`src/rtl/lsu_ctrl.sv`:
```
// Load/store unit controller: sequences one load or store at a time onto a
// request/grant data bus, with lane steering, load extension, misalignment and timeout.
module lsu_ctrl #(
  parameter int TIMEOUT = 16
) (
  input  logic        i_clk,
  input  logic        i_rst,
  input  logic        i_ex_valid,
  input  logic        i_mem_read,
  input  logic        i_mem_write,
  input  logic [1:0]  i_load_size,
  input  logic        i_load_signed,
  input  logic [1:0]  i_store_size,
  input  logic [31:0] i_addr,
  input  logic [31:0] i_wdata,
  input  logic [4:0]  i_rd_addr,
  output logic        o_lsu_busy,
  output logic        o_wb_valid,
  output logic [4:0]  o_wb_rd,
  output logic [31:0] o_wb_data,
  output logic        o_misalign,
  output logic        o_bus_err,
  output logic [31:0] o_fault_addr,
  output logic        o_dmem_req,
  output logic        o_dmem_we,
  output logic [31:0] o_dmem_addr,
  output logic [3:0]  o_dmem_be,
  output logic [31:0] o_dmem_wdata,
  input  logic        i_dmem_gnt,
  input  logic        i_dmem_rvalid,
  input  logic [31:0] i_dmem_rdata
);

  typedef enum logic [1:0] {IDLE, REQ, WAIT, RESP} state_t;

  // WAIT lasts TIMEOUT-1 cycles, so bus_err lands TIMEOUT cycles after the grant cycle
  localparam int CW = (TIMEOUT < 3) ? 1 : $clog2(TIMEOUT);
  localparam logic [CW-1:0] FIRE_CNT = CW'((TIMEOUT >= 2) ? TIMEOUT - 2 : 0);

  state_t r_state, w_nextState;

  logic          r_isLoad;
  logic [1:0]    r_size;
  logic          r_signed;
  logic [31:0]   r_addr;
  logic [31:0]   r_wdata;
  logic [4:0]    r_rd;
  logic [CW-1:0] r_cnt;
  logic [31:0]   r_wbData;
  logic          r_misalign;
  logic          r_busErr;
  logic [31:0]   r_faultAddr;

  logic        w_canAccept;
  logic [1:0]  w_size;
  logic        w_aligned;
  logic        w_acceptOk;
  logic        w_acceptBad;
  logic        w_timeout;
  logic        w_inReq;
  logic [7:0]  w_byte;
  logic [15:0] w_half;
  logic [31:0] w_loadData;

  assign w_canAccept = (r_state == IDLE) || (r_state == RESP);
  assign w_size      = i_mem_read ? i_load_size : i_store_size;

  always_comb begin
    w_aligned = 1'b1;
    case (w_size)
      2'b00:   w_aligned = 1'b1;
      2'b01:   w_aligned = ~i_addr[0];
      default: w_aligned = (i_addr[1:0] == 2'b00);
    endcase
  end

  assign w_acceptOk  = w_canAccept & i_ex_valid & (i_mem_read | i_mem_write) & w_aligned;
  assign w_acceptBad = w_canAccept & i_ex_valid & (i_mem_read | i_mem_write) & ~w_aligned;
  assign w_timeout   = (r_state == WAIT) & ~i_dmem_rvalid & (r_cnt == FIRE_CNT);

  always_comb begin
    w_byte = i_dmem_rdata[7:0];
    case (r_addr[1:0])
      2'b00: w_byte = i_dmem_rdata[7:0];
      2'b01: w_byte = i_dmem_rdata[15:8];
      2'b10: w_byte = i_dmem_rdata[23:16];
      2'b11: w_byte = i_dmem_rdata[31:24];
      default: w_byte = i_dmem_rdata[7:0];
    endcase
    w_half = r_addr[1] ? i_dmem_rdata[31:16] : i_dmem_rdata[15:0];
    case (r_size)
      2'b00:   w_loadData = {{24{r_signed & w_byte[7]}}, w_byte};
      2'b01:   w_loadData = {{16{r_signed & w_half[15]}}, w_half};
      default: w_loadData = i_dmem_rdata;
    endcase
  end

  always_ff @(posedge i_clk) begin
    if (i_rst) r_state <= IDLE;
    else       r_state <= w_nextState;
  end

  always_comb begin
    w_nextState = r_state;
    case (r_state)
      IDLE: if (w_acceptOk) w_nextState = REQ;
      REQ:  if (i_dmem_gnt) w_nextState = r_isLoad ? WAIT : IDLE;
      WAIT: begin
        if (i_dmem_rvalid)  w_nextState = RESP;
        else if (w_timeout) w_nextState = IDLE;
      end
      RESP: w_nextState = w_acceptOk ? REQ : IDLE;
      default: w_nextState = IDLE;
    endcase
  end

  always_ff @(posedge i_clk) begin
    if (i_rst) begin
      r_isLoad    <= 1'b0;
      r_size      <= 2'b00;
      r_signed    <= 1'b0;
      r_addr      <= '0;
      r_wdata     <= '0;
      r_rd        <= '0;
      r_cnt       <= '0;
      r_wbData    <= '0;
      r_misalign  <= 1'b0;
      r_busErr    <= 1'b0;
      r_faultAddr <= '0;
    end else begin
      r_misalign <= w_acceptBad;
      r_busErr   <= w_timeout;
      if (w_acceptBad)    r_faultAddr <= i_addr;
      else if (w_timeout) r_faultAddr <= r_addr;
      if (w_acceptOk) begin
        r_isLoad <= i_mem_read;
        r_size   <= w_size;
        r_signed <= i_load_signed;
        r_addr   <= i_addr;
        r_wdata  <= i_wdata;
        r_rd     <= i_rd_addr;
      end
      if ((r_state == REQ) && i_dmem_gnt)
        r_cnt <= '0;
      else if ((r_state == WAIT) && !i_dmem_rvalid && (r_cnt != FIRE_CNT))
        r_cnt <= r_cnt + CW'(1);
      if ((r_state == WAIT) && i_dmem_rvalid) r_wbData <= w_loadData;
    end
  end

  // Bus fields come only from latched state and are zero outside REQ
  assign w_inReq = (r_state == REQ);

  always_comb begin
    o_lsu_busy   = w_acceptOk | (r_state == REQ) | (r_state == WAIT);
    o_wb_valid   = (r_state == RESP);
    o_wb_rd      = r_rd;
    o_wb_data    = r_wbData;
    o_misalign   = r_misalign;
    o_bus_err    = r_busErr;
    o_fault_addr = r_faultAddr;
    o_dmem_req   = w_inReq;
    o_dmem_we    = w_inReq & ~r_isLoad;
    o_dmem_addr  = w_inReq ? {r_addr[31:2], 2'b00} : 32'h0;
    o_dmem_be    = 4'b0000;
    o_dmem_wdata = 32'h0;
    if (w_inReq) begin
      if (r_isLoad) begin
        o_dmem_be = 4'b1111;
      end else begin
        case (r_size)
          2'b00: begin
            o_dmem_be    = 4'b0001 << r_addr[1:0];
            o_dmem_wdata = {4{r_wdata[7:0]}};
          end
          2'b01: begin
            o_dmem_be    = r_addr[1] ? 4'b1100 : 4'b0011;
            o_dmem_wdata = {2{r_wdata[15:0]}};
          end
          default: begin
            o_dmem_be    = 4'b1111;
            o_dmem_wdata = r_wdata;
          end
        endcase
      end
    end
  end

endmodule

```
`config.mk`:
```
export PLATFORM = sky130hd
export DESIGN_NAME = lsu_ctrl
export DESIGN_NICKNAME = d
export VERILOG_FILES = /design/src/rtl/lsu_ctrl.sv
export SDC_FILE = /design/constraint.sdc
export NUM_CORES = 1
export LEC_CHECK = 0
export ABC_CLOCK_PERIOD_IN_PS = 1800
export CORE_ASPECT_RATIO = 1.4
export CORE_MARGIN = 5
export CORE_UTILIZATION = 41
export DETAILED_ROUTE_END_ITERATION = 7
export GPL_TIMING_DRIVEN = 0
export PLACE_DENSITY = 0.82
export SYNTH_ARGS = -nofsm -noshare
export SYNTH_HDL_FRONTEND = slang
export SYNTH_SLANG_ARGS = --single-unit
```
`constraint.sdc`:
```
create_clock -name i_clk -period 1.8 [get_ports i_clk]
set_input_delay 0.36 -clock i_clk [delete_from_list [all_inputs] [get_ports i_clk]]
set_output_delay 0.36 -clock i_clk [all_outputs]
set_load 0.005 [all_outputs]
```
# Yosys cells after proc, flatten, opt, wreduce, memory -nomap -nowiden
# Cells that the tools add are included.
dict set report classes {
  addsub 1
  n_eq_ne 13
  shifts 1
  mux 22
  bitwise_logic 16
  reduce_logical 14
}
# cell n
set ops {}
lappend ops {{$mux 32} 5}
lappend ops {{$pmux 32 s2} 2}
lappend ops {{$pmux 8 s4} 1}
lappend ops {{$mux 16} 1}
lappend ops {{$mux 2} 6}
lappend ops {{$mux 4} 3}
lappend ops {{$logic_not 2->1} 5}
lappend ops {{$and 1x1->1} 9}
lappend ops {{$eq 2x1->1 const B} 4}
lappend ops {{$eq 2x2->1 const B} 4}
lappend ops {{$pmux 2 s4} 1}
lappend ops {{$pmux 4 s2} 1}
lappend ops {{$add 4x1->4 const B} 1}
lappend ops {{$eq 4x4->1 const B} 1}
lappend ops {{$logic_and 1x1->1} 4}
lappend ops {{$ne 2x2->1 const B} 2}
lappend ops {{$ne 4x4->1 const B} 1}
lappend ops {{$not 1->1} 4}
lappend ops {{$shl 1x2->4 const A} 1}
lappend ops {{$ne 3x3->1 const B} 1}
lappend ops {{$or 1x1->1} 3}
lappend ops {{$reduce_and 3->1} 1}
lappend ops {{$pmux 1 s2} 1}
lappend ops {{$reduce_bool 2->1} 1}
lappend ops {{4 further kinds} 4}
dict set report word_totals {
  register_bits 145
  inputBits 113
  output_inout_bits 143
  word_cells 79
}

# Depth between registers and ports, before layout
dict set report logic_depth {
  word_depth 7
  depth_mapped 9
  depth_no_buf 6
}

# Worst setup path after synthesis
# No wires, ideal clock.
dict set report synth_path {
  path_kind {register to output}
  startpoint {register r_state[0]}
  endpoint {output port o_lsu_busy}
  t_arrival_ns 1.592
  required_ns 1.440
  path_slack_ns -0.152
  path_stages_with_launch 9
  path_buffers 2
  path_cell_list {dfxtp_1 -> inv_1 -> ha_1 -> nand2b_1 -> or2_1 -> buf_2 -> buf_2 -> nor2_1 -> or3_1}
}
dict set report synth_via {
  elab_chain_cells 7
  word_cells_on_any_way 10
  cone_classes {eq/ne: 3; bitwise: 5; reduce/logical: 2}
}
# element line
set synth_rtl {}
lappend synth_rtl {{start, declared} 40} ;# state_t r_state, w_nextState;
lappend synth_rtl {{start signal, assigned} 100} ;# else r_state <= w_nextState;
lappend synth_rtl {{$eq 2x2->1 / $logic_not 2->1 (equally long branches)} 65} ;# assign w_canAccept = (r_state == IDLE) || (r_state == RESP);
lappend synth_rtl {{$logic_or 1x1->1} 65}
lappend synth_rtl {{$and 1x1->1 (3 in a row)} 77} ;# assign w_acceptOk = w_canAccept & i_ex_valid & (i_mem_read | i_mem_write) & w_aligned;
lappend synth_rtl {{$or 1x1->1} 155} ;# o_lsu_busy = w_acceptOk | (r_state == REQ) | (r_state == WAIT);
lappend synth_rtl {{$or 1x1->1 *} 155}
lappend synth_rtl {{end, declared} 17} ;# output logic o_lsu_busy,
# Every way passes the cells marked *; elsewhere a longest branch is shown, timed or not.

# Final worst setup path
dict set report layout_path {
  startpoint {register r_state[1]}
  endpoint {output port o_lsu_busy}
}
# Same word-level chain as after synthesis.

==> results.cfg <==
[status]
status = finished with violations
violations = negative setup slack

[floorplanning]
start_util_pct = 41.5
rows = 57
fp.dieW_um = 122
io_pins = 256
core_sq_um = 17300
die_y_um = 167
dieArea_sq_um = 20300

[hold_path]
hold_class = primary input to flop
hp-start = i_mem_read
holdPathStages = 3

[timing]
fin_ws_ps = -484
fmax_mhz = 438
slew_headroom_pct = 53.7
fin_worst_skew_ps = 8.80
drv_slew = 0
final.min_clock_period_ps = 2280
tightest_slew_ps = 694
min_period_over_period_pct = 127
rsz0062_at_grt = yes
finalHoldViolCount = 0
setup_violations = 171

[route]
drc = 0
drt_iter0_drc = 748
wl_per_cell_um = 20.5
firstDrtPassIters = 6
drt-total-wl_um = 29800
vias = 8334
ant_nets = 0
vias_per_cell = 5.73

[power]
p_per_area_nw_per_um2 = 850
leakage_nw = 4.20
vdd_drop_max_mv = 0.673

[clock_tree]
cts_tree = yes
clkTransAtPathRegs_ps = 60
clock-sinks = 145
root_buffer = clkbuf_16
cts_buffer_depth = 2
htree_levels = 4
cts_made_buffers = 17
clock_latency_ps = 440

[final_layout]
mostFrequentLayoutCells = clkdlybuf4s50_1 (180), dfxtp_1 (140), a21oi_1 (100)
final_common_cell = clkdlybuf4s50_1
fillCellCount = 1358
drive_gt1_share_pct = 27.1
fin_util_pct = 66.9
nets = 1323
final_cells = 1455
syn_to_final_growth_pct = 61.3

[place]
placed_cells = 1371
gp_congestion = 0.931
hpwl_um = 20200
portBuffers = 252

[critical_path]
reg2reg_slack_ps = -360
crit_arrival_ps = 1920
cp-startpoint = r_state[1]$_SDFFE_PP0P_
reg2reg_depth = 7
critPathRequiredTime_ps = 1440
cp-start-kind = flop
critPathCaptureType = output port
r2r-start = r_state[1]$_SDFFE_PP0P_
critical_path_class = flop to output port
path_max_fanout = 3

[logic_synthesis]
synth_edf_count = 0
yosys_warnings = 0
synth_flop_cell = dfxtp_1
netlist_instances = 882
syn_area_sq_um = 7190
ys_async_sr_fraction_pct = 0
synth_area_per_cell_sq_um = 8.16
ys_seq_elements = 145
synthDistinctLibCells = 46
ys_seq_area_share_pct = 40.4

[global_routing]
grt_pass1_wl_um = 45000
antenna_found_initial = 3
overflow = 0
grt_pass1_vias = 8384
grt_max_degree = 17
gr-usage-all-layers_pct = 27.9

[run]
timing.max_cap.violations = 0
## worst max-delay path: stages, from the launching register on
cell and delay, ps:
dfxtp_2 350, inv_4 60, ha_4 250, nand2b_4 110, or2_4 120, buf_8 100
nor2_4 30, or3_1 330, buf_2 150
## per-layer routing
layer	vias up	part of all wire (%)	GRT usage, %	wire [um]
met5	-	0	0	0
met4	0	6.8	18.0	2010
met3	127	8.2	7.09	2430
met2	446	49	46.5	14600
met1	3932	36	31.3	10800
li1	3829	-	-	-
## final timing paths
| check | endpoint |
|---|---|
| setup / recovery | o_lsu_busy |
| hold / removal | r_isLoad$_SDFFE_PP0P_ |
| setup reg to reg | r_state[1]$_SDFFE_PP0P_ |
| hold reg to reg | o_wb_data[3]$_SDFFE_PP0P_ |
## stage by stage
stage / total power [W] / TNS, ps / worst slack (ps) / hold WS [ps] / area, sq um
after floorplan: 0.00457 / -59.1 / -31.2 / 449 / 7240
after global placement: 0.00550 / -118790 / -1000 / 444 / 10100
after detailed placement: 0.00553 / -124380 / -1010 / 451 / 10100
after CTS: 0.00959 / -31710 / -555 / 435 / 11300
after global routing: 0.0101 / -50290 / -547 / 452 / 11600
final: 0.00986 / -34800 / -484 / 450 / 11600
## what timing repair did
action	CTS	global route
pin swaps	15	8
setup endpoints to repair	209	205
hold buffers	0	0
buffers inserted	39	11
gates cloned	7	0
gates resized for setup	468	94
## power breakdown
group | internal [W] | switching (W) | total [W]
Sequential | 0.00339 | 0.000149 | 0.00354
Clock | 0.00203 | 0.00148 | 0.00351
Combinational | 0.00142 | 0.00138 | 0.00281
## sequential cells by signal (all words and copies together), names as in the netlist
register,cells
o_wb_rd,5
o_bus_err,1
r_cnt,4
r_addr,32
r_wdata,32
o_misalign,1
r_size,2
o_fault_addr,32
r_state,2
o_wb_data,32
r_isLoad,1
r_signed,1
## cell usage after synthesis (11+ instances only)
cell type,instances,area (sq um)
dfxtp_1,145,2900
a21oi_1,117,586
nand3_1,74,370
o21ai_0,73,365
clkbuf_1,63,236
nor2_1,63,236
a211oi_1,60,450
mux2i_1,57,571
and2_1,39,244
nor3_1,37,185
nand2_1,25,93.8
buf_2,18,90.1
inv_1,13,48.8
buf_4,11,82.6
## layout make-up
cell class	instances	area (sq um)	area share (%)
timing repair buffer	305	2720	23.4
clock inverter	13	140	1.21
clock buffer	18	429	3.70
inverter	13	58.8	0.507
antenna	4	10.0	0.0863
timing repair inverter	1	7.51	0.0647
multi-input combinational	630	4280	36.9
buffer	90	744	6.42
tap	236	295	2.55
sequential	145	2920	25.2
## logic make-up (layout without fill, tap and decap cells)
| kind of cell | after synthesis | count (layout) | synth area share [%] |
|---|---|---|---|
| AO/OA/AOI/OAI | 301 | 301 | 25.6 |
| AND/OR/NAND/NOR | 257 | 257 | 17.4 |
| flip-flops | 145 | 145 | 40.4 |
| buffers and inverters | 108 | 440 | 6.52 |
| multiplexers | 60 | 60 | 8.49 |
| adder cells (fa/ha/maj) | 7 | 7 | 1.22 |
| XOR/XNOR | 3 | 3 | 0.365 |
| other | 1 | 6 | 0.0521 |
Power figures use the tool's default switching activity.
